### config.mk
export PLATFORM = sky130hd
export DESIGN_NAME = conditional_sum_adder_param
export DESIGN_NICKNAME = d
export VERILOG_FILES = /design/src/rtl/conditional_sum_adder_param.sv
export SDC_FILE = /design/constraint.sdc
export NUM_CORES = 1
export LEC_CHECK = 0
export CORE_ASPECT_RATIO = 0.9
export CORE_MARGIN = 2
export CORE_UTILIZATION = 54
export CTS_CLUSTER_SIZE = 20
export DETAILED_ROUTE_END_ITERATION = 16
export HOLD_SLACK_MARGIN = 0.12
export PLACE_DENSITY = 0.8
export SETUP_SLACK_MARGIN = 0.2
export SLEW_MARGIN = 5
export SYNTH_ARGS = -nofsm -noshare
export SYNTH_HDL_FRONTEND = slang
export SYNTH_SLANG_ARGS = --single-unit
### constraint.sdc
create_clock -name clock -period 4.9 [get_ports clock]
set_input_delay 1.225 -clock clock [delete_from_list [all_inputs] [get_ports clock]]
set_output_delay 1.225 -clock clock [all_outputs]
set_load 0.01 [all_outputs]
### src/rtl/conditional_sum_adder_param.sv
// Sequential conditional-sum adder/subtractor: one BLK-bit block resolved per cycle, LSB first.
// Optional feature: define CSA_SATURATE_EN to clamp the sum on two's-complement overflow.
module conditional_sum_adder_param #(
  parameter int unsigned WIDTH = 64,
  parameter int unsigned BLK   = 8
) (
  input  logic             clock,
  input  logic             reset,
  input  logic             start,
  input  logic             add_sub,
  input  logic             Cin,
  input  logic [WIDTH-1:0] ope1,
  input  logic [WIDTH-1:0] ope2,
  output logic [WIDTH-1:0] sum,
  output logic             cout,
  output logic             overf,
  output logic             complete,
  output logic             busy
);

  localparam int unsigned NBLK = WIDTH / BLK;
  localparam int unsigned CW   = (NBLK > 1) ? $clog2(NBLK) : 1;

  if ((BLK < 2) || ((BLK & (BLK - 1)) != 0) || ((WIDTH % BLK) != 0)) begin : g_bad_cfg
    $error("conditional_sum_adder_param: WIDTH must be a multiple of BLK, BLK a power of two >= 2");
  end

  typedef enum logic [1:0] {
    IDLE = 2'd0,
    CALC = 2'd1,
    DONE = 2'd2
  } state_t;

  state_t state, state_nxt;

  logic [CW-1:0]             cnt;
  logic [WIDTH-1:0]          opa, opb, acc;
  logic                      carry;
  logic                      busy_nxt, complete_nxt;

  logic [NBLK-1:0][BLK-1:0]  a_blk, b_blk, acc_v;
  logic [BLK:0]              s0, s1, sel;
  logic [WIDTH-1:0]          acc_nxt, res;
  logic                      last, ov;

  assign a_blk = opa;
  assign b_blk = opb;

  // Conditional sums of the current block for both carry-ins, then carry select
  always_comb begin
    s0      = {1'b0, a_blk[cnt]} + {1'b0, b_blk[cnt]};
    s1      = s0 + (BLK+1)'(1);
    sel     = carry ? s1 : s0;
    acc_v   = acc;
    acc_v[cnt] = sel[BLK-1:0];
    acc_nxt = acc_v;
    last    = (cnt == CW'(NBLK - 1));
    // carry into the MSB recovered from its sum bit, xored with carry out
    ov      = opa[WIDTH-1] ^ opb[WIDTH-1] ^ acc_nxt[WIDTH-1] ^ sel[BLK];
    res     = acc_nxt;
`ifdef CSA_SATURATE_EN
    if (ov) begin
      res = opa[WIDTH-1] ? {1'b1, {(WIDTH-1){1'b0}}} : {1'b0, {(WIDTH-1){1'b1}}};
    end
`endif
  end

  // State register
  always_ff @(posedge clock) begin
    if (!reset) state <= IDLE;
    else        state <= state_nxt;
  end

  // Next-state logic
  always_comb begin
    state_nxt = state;
    case (state)
      IDLE:    if (start) state_nxt = CALC;
      CALC:    if (last)  state_nxt = DONE;
      DONE:    state_nxt = start ? CALC : IDLE;
      default: state_nxt = IDLE;
    endcase
  end

  // Status outputs, registered from the next state
  always_comb begin
    busy_nxt     = (state_nxt == CALC);
    complete_nxt = (state_nxt == DONE);
  end

  // Datapath: operand latch, block accumulation, final result capture
  always_ff @(posedge clock) begin
    if (!reset) begin
      opa      <= '0;
      opb      <= '0;
      acc      <= '0;
      carry    <= 1'b0;
      cnt      <= '0;
      sum      <= '0;
      cout     <= 1'b0;
      overf    <= 1'b0;
      busy     <= 1'b0;
      complete <= 1'b0;
    end else begin
      busy     <= busy_nxt;
      complete <= complete_nxt;
      if ((state != CALC) && start) begin
        opa   <= ope1;
        opb   <= add_sub ? ~ope2 : ope2;
        carry <= add_sub ? 1'b1 : Cin;
        cnt   <= '0;
      end else if (state == CALC) begin
        acc   <= acc_nxt;
        carry <= sel[BLK];
        cnt   <= cnt + CW'(1);
        if (last) begin
          sum   <= res;
          cout  <= sel[BLK];
          overf <= ov;
        end
      end
    end
  end

endmodule

* Yosys cells after proc, flatten, opt, wreduce, memory -nomap -nowiden
Index checks and enable logic that the tools add are counted.
** Storage, ports and cells
- Bits in registers :: 266
- Latch bits :: 0
- Memory bits (writable) :: 0
- Bits in read-only memories :: 0
- Input bits :: 133
- Output and inout bits :: 68
- Logic and storage cells :: 51
- Memories :: 0
** Operators by class
- $add $sub $neg :: 3
- $mul :: 0
- Div/mod/pow operators :: 0
- Magnitude comparators :: 2
- Equal/unequal tests :: 6
- Shifts and indexed selects :: 0
- Multiplexer cells :: 16
- Bitwise gates (word level) :: 6
- Reductions and logical operators :: 7
** Operators with widths (count)
- $bwmux 64 :: 1
- $mux 64 :: 1
- $not 64->64 :: 1
- $bmux 8 s3 :: 2
- $demux 8 s3 :: 1
- $mux 8 :: 3
- $add 8x8->9 :: 1
- $add 9x1->9 const B :: 1
- $mux 9 :: 1
- $pmux 2 s3 :: 1
- $eq 2x1->1 const B :: 2
- $eq 2x2->1 const B :: 2
- $lt 3x4->1 const B :: 1
- $mux 1 :: 4
- $mux 2 :: 2
- $add 3x1->3 const B :: 1
- $eq 3x3->1 const B :: 1
- $ge 3x1->1 const B :: 1
- $reduce_and 3->1 :: 1
- $xor 1x1->1 :: 3
- $logic_and 1x1->1 :: 2
- $logic_not 2->1 :: 1
- $ne 2x1->1 const B :: 1
- $not 1->1 :: 2
- 3 further kinds :: 3

* Logic depth before layout (Yosys ltp)
Gate-level depths: netlist of the first run.
- Word-level depth :: 8
- Mapped depth :: 18
- Mapped depth without buffers :: 14

* Least setup slack after synthesis of the first run
Ideal clock, no wire load.
- Path kind :: reg2reg
- Start :: register cnt[1]
- End :: register overf
- Setup time :: 0.116 ns
- Arrival :: 3.970 ns
- Required time :: 4.784 ns
- Slack :: 0.814 ns
- Stages on the path, launching flop included :: 16
- Buffers on the path :: 3
- Period minus slack after synthesis :: 4.086 ns
- Path through :: dfxtp_1 clkbuf_1 nor2_1 clkbuf_1 buf_1 a22oi_1 nand4_1 ha_1 fa_1 ha_1 nand3_1 nor3_2 or4b_4 nor3b_4 xnor3_1 o211a_1
** On the way
- Cells in the longest elaborated chain, start to end :: 8
- Elaborated cells on any way between the ends :: 17
- Classes of those cells :: add/sub (2); order compare (2); eq/ne (1); mux (8); bitwise (2); reduce/logical (2)
** RTL lines
- from (decl) :: line 36 : logic [CW-1:0] cnt;
- from (signal assigned) :: line 115 : cnt <= cnt + CW'(1);
- $bmux 8 s3 :: line 51 : s0 = {1'b0, a_blk[cnt]} + {1'b0, b_blk[cnt]};
- $mux 8 (not written as such) :: line 51
- $add 8x8->9 :: line 51
- $add 9x1->9 :: line 52 : s1 = s0 + (BLK+1)'(1);
- $mux 9 :: line 53 : sel = carry ? s1 : s0;
- $bwmux 64 :: line 55 : acc_v[cnt] = sel[BLK-1:0];
- $xor 1x1->1 (2 in series) :: line 59 : ov = opa[WIDTH-1] ^ opb[WIDTH-1] ^ acc_nxt[WIDTH-1] ^ sel[BLK];
- to (signal assigned) :: line 119 : overf <= ov;
- to (decl) :: line 16 : output logic overf,
Parallel ways exist; a longest one is shown, timed or not. The select of a mux whose other input is x is not followed.
A chain may end at the register's enable or synchronous reset.

* Worst setup path after layout of the first run
- Start :: register cnt[2]
- End :: register acc[62]
** On the way
- Cells in the longest elaborated chain, start to end :: 6
- Elaborated cells on any way between the ends :: 13
- Classes of those cells :: add/sub (2); order compare (2); mux (8); reduce/logical (1)
** RTL lines
- $bmux 8 s3 :: line 51
- $mux 8 (not written as such) :: line 51
- $add 8x8->9 :: line 51
- $add 9x1->9 :: line 52
- $mux 9 :: line 53
- $bwmux 64 * :: line 55
- to (signal assigned) :: line 113 : acc <= acc_nxt;
- to (decl) :: line 37 : logic [WIDTH-1:0] opa, opb, acc;
Mark *: on every way between the ends. The rest lies on a longest branch, timed or not. The select of a mux whose other input is x is not followed.

==> impl_metrics.json, run 1 <==
{
  "outcome": "finished clean",
  "fp.dieW_um": 161,
  "track_usage": 0.267,
  "grt_max_degree": 168,
  "layout-drive-gt1-share": 0.0602,
  "period_minus_slack_ps": 4400,
  "hold_class": "register to register",
  "core_um2": 21800,
  "wl_mm": 32.0,
  "totalNegativeSetupSlack_ps": 0,
  "drv_slew": 0,
  "clockBufferDepth": 3,
  "ys_seq_area_frac": 0.443,
  "finalClockSkew_ps": 13.7,
  "die_y_um": 146,
  "htree_levels": 1,
  "first_pass_iters": 7,
  "wl_per_cell_um": 17.6,
  "hold_depth": 2,
  "syn_nets": 1518,
  "crit_required_ps": 5310,
  "syn_area_um2": 12000,
  "crit_arrival_ps": 4810,
  "fmaxAchievable_mhz": 227,
  "grt_pass1_wl_mm": 51.3,
  "ant_nets": 0,
  "cp_max_fo": 17,
  "rsz0062_at_grt": "false",
  "worst-setup-path-type": "register to register",
  "path_clk_slew_ps": 60,
  "antenna_found_initial": 0,
  "route.detailed.drc": 0,
  "gp_congestion": 0.918,
  "place_hpwl_mm": 22.3,
  "syn_to_final_growth_pct": 25.9,
  "initial_utilization": 0.553,
  "overflow": 0,
  "multi_input_area_um2": 6260,
  "synth_flop_cell": "dfxtp_1",
  "finalSetupViolCount": 0,
  "postSynthAreaPerCell_um2": 8.76,
  "boundaryPins": 201,
  "worst_pin_slew_ps": 1290,
  "synth_edf_count": 0,
  "final_common_cell": "nand2_1",
  "drt-initial-drc-count": 1052,
  "power_density_nw_per_um2": 337,
  "max-vdd-ir-drop_mv": 0.181,
  "cts_num_sinks": 266,
  "seq_area_um2": 5330,
  "layout_worst_path_cycle_share": 0.898,
  "yosys_warnings": 0,
  "syn_inst": 1373,
  "hold_buffers": 0,
  "cp-start-kind": "register",
  "nets": 1652,
  "cts_made_buffers": 26,
  "vias": 10442,
  "static-leakage-power_nw": 6.60,
  "endpoint_kind": "register",
  "num-fill-cells": 1687,
  "synth_cell_types": 50,
  "hold_viol_final": 0,
  "synth_seq_cells": 266,
  "port-buffer-count": 200,
  "antennaDiodeCount": 0,
  "clockRootBuffer": "clkbuf_16",
  "maxCapViolCount": 0,
  "rows": 51,
  "post_cts_buffers": 0,
  "ff2ff_path_depth": 14,
  "maxSlewHeadroom": 0.138,
  "grt_pass1_vias": 9846,
  "layout_common_cells": "nand2_1, dfxtp_1, clkdlybuf4s50_1",
  "dieArea_um2": 23500,
  "fin_area_um2": 15100,
  "insertion_delay_ps": 530,
  "avgViaCountPerCell": 5.74,
  "async_flop_share": 0,
  "cts_tree": "built",
  "post_dp_cell_area_um2": 14200
}
==> logic make-up (layout without fill, tap and decap cells) <==
logic type	Yosys count	count (layout)	synth area share
mux	4	4	0.00333
simple gates	479	479	0.171
fa+ha+maj	12	12	0.0131
compound gates	411	411	0.274
xor+xnor	75	75	0.0564
buf+inv	126	280	0.0395
flops	266	266	0.443
==> registers in the layout, indices dropped and copies added (netlist names) <==
signal / cells
busy: 1
sum: 64
acc: 64
state: 2
cnt: 3
cout: 1
complete: 1
a_blk: 64
carry: 1
overf: 1
b_blk: 64
==> worst max-delay path, cell delays in order (launching register included) <==
cell	delay [ps]
dfxtp_2	490
nor2_1	100
and2_1	380
a22oi_1	300
nand4_1	130
ha_1	270
fa_1	440
xor2_1	250
nand3_1	140
nor3_2	240
or4b_4	530
xnor2_2	560
buf_4	230
nand2_1	50
o211a_1	170
==> final timing paths <==
kind / startpoint / endpoint / slack (ps)
worst max-delay path: cnt[2] / acc[62] / 500
worst min-delay path: sum[10] / sum[10] / 460
worst max register to register: cnt[2] / acc[62] / 500
worst min register to register: sum[10] / sum[10] / 460
==> timing repair <==
action	4_1_cts	5_1_grt
gates resized for setup	0	5
hold endpoints to repair	0	0
setup endpoints to repair	0	22
==> cell usage after synthesis, types with 2 or more instances <==
library cell    n  area [µm²]
nand2_1       324        1220
dfxtp_1       266        5330
o211a_1       128        1280
clkbuf_1      110         413
a21boi_0       90         676
xnor2_1        71         622
a22oi_1        64         480
nor2_1         63         236
a21oi_1        40         200
nor2b_1        36         225
a211oi_1       32         240
o211ai_1       24         180
nand4_1        16         100
and2_1         13        81.3
buf_1          12        45.0
ha_1           11         138
o21ai_0        11        55.1
a211o_1         9        78.8
nand3_1         5        25.0
and3_1          4        25.0
mux2i_1         4        40.0
nand3b_1        4        30.0
o21a_1          3        22.5
and2_0          2        12.5
and3b_1         2        17.5
buf_2           2        10.0
inv_1           2        7.51
nor3_1          2        10.0
xor2_1          2        17.5
==> final cells by class <==
type	count	area share
clock inverters	9	0.0101
clock buffers	39	0.0522
well taps	291	0.0240
flip-flops and latches	266	0.352
inverters	2	0.000496
multi-input cells	981	0.414
repair buffers	230	0.148
==> per-layer routing <==
| metal | up-vias | wire length, µm | global-route usage |
|---|---|---|---|
| met2 | 394 | 14300 | 0.425 |
| li1 | 5068 | - | - |
| met1 | 4901 | 14300 | 0.369 |
| met5 | - | 0 | 0 |
| met3 | 79 | 2400 | 0.0524 |
| met4 | 0 | 955 | 0.0790 |
==> metrics by stage <==
| step | utilization | cells | power (mW) | setup WS (ps) | hold WS (ps) |
|---|---|---|---|---|---|
| 2_1_floorplan | - | 1373 | 2.73 | 814 | 443 |
| 4_1_cts | 0.696 | 1818 | 5.13 | 413 | 464 |
| 6_report | 0.696 | 1818 | 5.11 | 498 | 460 |
| 3_5_place_dp | 0.652 | 1770 | 2.98 | 459 | 452 |
| 3_3_place_gp | 0.652 | 1770 | 2.98 | 563 | 449 |
| 5_1_grt | 0.696 | 1818 | 5.29 | 224 | 483 |
==> where the power goes <==
group / switching [mW] / total (mW) / internal (mW)
logic: 0.340 / 0.629 / 0.289
clock network: 0.838 / 2.16 / 1.33
registers: 0.0690 / 2.32 / 2.25
total: 1.25 / 5.11 / 3.86
Power figures use the tool's default switching activity.
==> run 2: changes to the inputs <==
Settings changed: REMOVE_ABC_BUFFERS from default to 1.
==> run 2 against run 1 <==
  * Flip-flop and latch count unchanged
  * Design area hardly changed
  * Highest routed layer unchanged
  * Largest power group unchanged
  * Routed wire length decreased by 2.6%
  * Clock skew decreased by 4.7 ps
  * Largest cell class unchanged
  * Setup slack gained 88 ps
  * Count of clock-buffer cells in the layout down 4
  * Core utilization about the same
==> impl_metrics.json, run 2 (same netlist as run 1, synthesis figures left out) <==
{
  "outcome": "finished clean",
  "min_to": "sum[17]",
  "layout_common_cells": "nand2_1, dfxtp_1, clkdlybuf4s50_1",
  "clockRootBuffer": "clkbuf_16",
  "path_buf_inv": 2,
  "place_hpwl_mm": 21.3,
  "layout_worst_path_cycle_share": 0.880,
  "final_cells": 1821,
  "grt_max_degree": 148,
  "vias": 10440,
  "final_common_cell": "nand2_1",
  "cts_num_sinks": 266,
  "hold_start": "sum[17]",
  "worst-setup-path-type": "register to register",
  "antennaDiodeCount": 0,
  "wirelength_met1_mm": 13.7,
  "wl_per_cell_um": 17.1,
  "crit_chain": "nor2_1, and2_1, buf_4, a22oi_1, nand4_1, ha_1, a21oi_1, a21oi_1, o31ai_1, nand2_1, nor3_1, xnor2_1, buf_4, a211o_1, a21boi_0",
  "crit_slowest_cell": "dfxtp_2",
  "nets": 1656,
  "max-vdd-ir-drop_mv": 0.205,
  "critPathMaxStageDelay_ps": 520,
  "hold_depth": 2,
  "grt_pass1_vias": 9732,
  "layout-drive-gt1-share": 0.0627,
  "power_mw": 5.04,
  "die_y_um": 146,
  "drv_slew": 0,
  "maxCapViolCount": 0,
  "crit_arrival_ps": 4760,
  "fmaxAchievable_mhz": 232,
  "track_usage": 0.259,
  "hold_viol_final": 0,
  "hold_ws_ps": 459,
  "overflow": 0,
  "finalClockSkew_ps": 8.99,
  "port-buffer-count": 200,
  "core_um2": 21800,
  "maxSlewHeadroom": 0.215,
  "dp.cells": 1773,
  "initial_utilization": 0.553,
  "route.detailed.drc": 0,
  "rows": 51,
  "met3WireLength_mm": 1.97,
  "cp_max_fo": 16,
  "reg2reg_slack_ps": 590,
  "htree_levels": 1,
  "gp_congestion": 0.886,
  "path_clk_slew_ps": 60,
  "cts_made_buffers": 27,
  "drt-initial-drc-count": 845,
  "r2r_start": "cnt[1]",
  "highest_layer": "met4",
  "finalSetupViolCount": 0,
  "power_density_nw_per_um2": 332,
  "ff2ff_path_depth": 15,
  "fp.dieW_um": 161,
  "first_pass_iters": 6,
  "cts_tree": "built",
  "period_minus_slack_ps": 4310,
  "ant_nets": 0,
  "rsz0062_at_grt": "false",
  "r2r_end": "sum[39]",
  "clockBufferDepth": 3,
  "wl_met2_mm": 14.5,
  "worst_pin_slew_ps": 1170,
  "avgViaCountPerCell": 5.73,
  "insertion_delay_ps": 530,
  "boundaryPins": 201,
  "grt_pass1_wl_mm": 50.3,
  "cp-start-kind": "register",
  "wl_mm": 31.1,
  "antenna_found_initial": 0,
  "crit_family": "compound AO/OA/AOI/OAI gates",
  "hold_class": "register to register",
  "dieArea_um2": 23500,
  "static-leakage-power_nw": 6.61,
  "crit_required_ps": 5350,
  "endpoint_kind": "register",
  "syn_to_final_growth_pct": 26.0,
  "post-route-util": 0.697
}
run 2: worst min-delay path: cells and delay by family (launching register included):
family	cells	cell delay [ps]
simple gates	1	50
compound gates	1	60
flops	1	300
run 2: report_power, final:
part	internal (mW)	switching (mW)	total (mW)
sequential	2.25	0.0627	2.31
clock	1.24	0.839	2.08
combinational	0.292	0.350	0.642
total	3.79	1.25	5.04
run 2: worst max path at each step:
stage	cells past startpoint	slack, ps	from	to
6_report	15	590	cnt[1]	sum[39]
5_1_grt	15	250	cnt[1]	sum[39]
4_1_cts	15	520	cnt[1]	sum[39]
3_5_place_dp	15	550	cnt[1]	sum[47]
3_3_place_gp	13	770	cnt[1]	overf
2_1_floorplan	3	-1290	start	b_blk[0]
run 2: cell type report:
type                    instances  area, µm²
fillers                      1692       6600
multi-input cells             981       6260
flip-flops and latches        266       5330
repair buffers                233       2290
clock buffers                  35        756
well taps                     291        364
clock inverters                13        150
inverters                       2       7.51
run 2: per-layer routing:
layer / vias up / global-route usage
met2: 371 / 0.429
met3: 65 / 0.0345
li1: 5090 / -
met1: 4914 / 0.353
met4: 0 / 0.0790
met5: - / 0
run 2: metrics by stage:
step / setup TNS [ps] / worst slack (ps) / cell area [µm²]
3_3_place_gp: 0 / 769 / 14200
4_1_cts: 0 / 518 / 15100
6_report: 0 / 586 / 15200
3_5_place_dp: 0 / 547 / 14200
2_1_floorplan: -167760 / -1290 / 11600
5_1_grt: 0 / 250 / 15200
run 2: repair_timing:
action | in CTS | in global routing
buffers inserted | 0 | 0
gates resized for setup | 0 | 4
hold buffers | 0 | 0
hold endpoints to repair | 0 | 0
setup endpoints to repair | 0 | 11
==> run 3: changes to the inputs <==
Settings changed: HOLD_SLACK_MARGIN 0.12 to default.
==> results of run 3 <==
The final DEF is identical to that of run 2; final timing and power are the same.
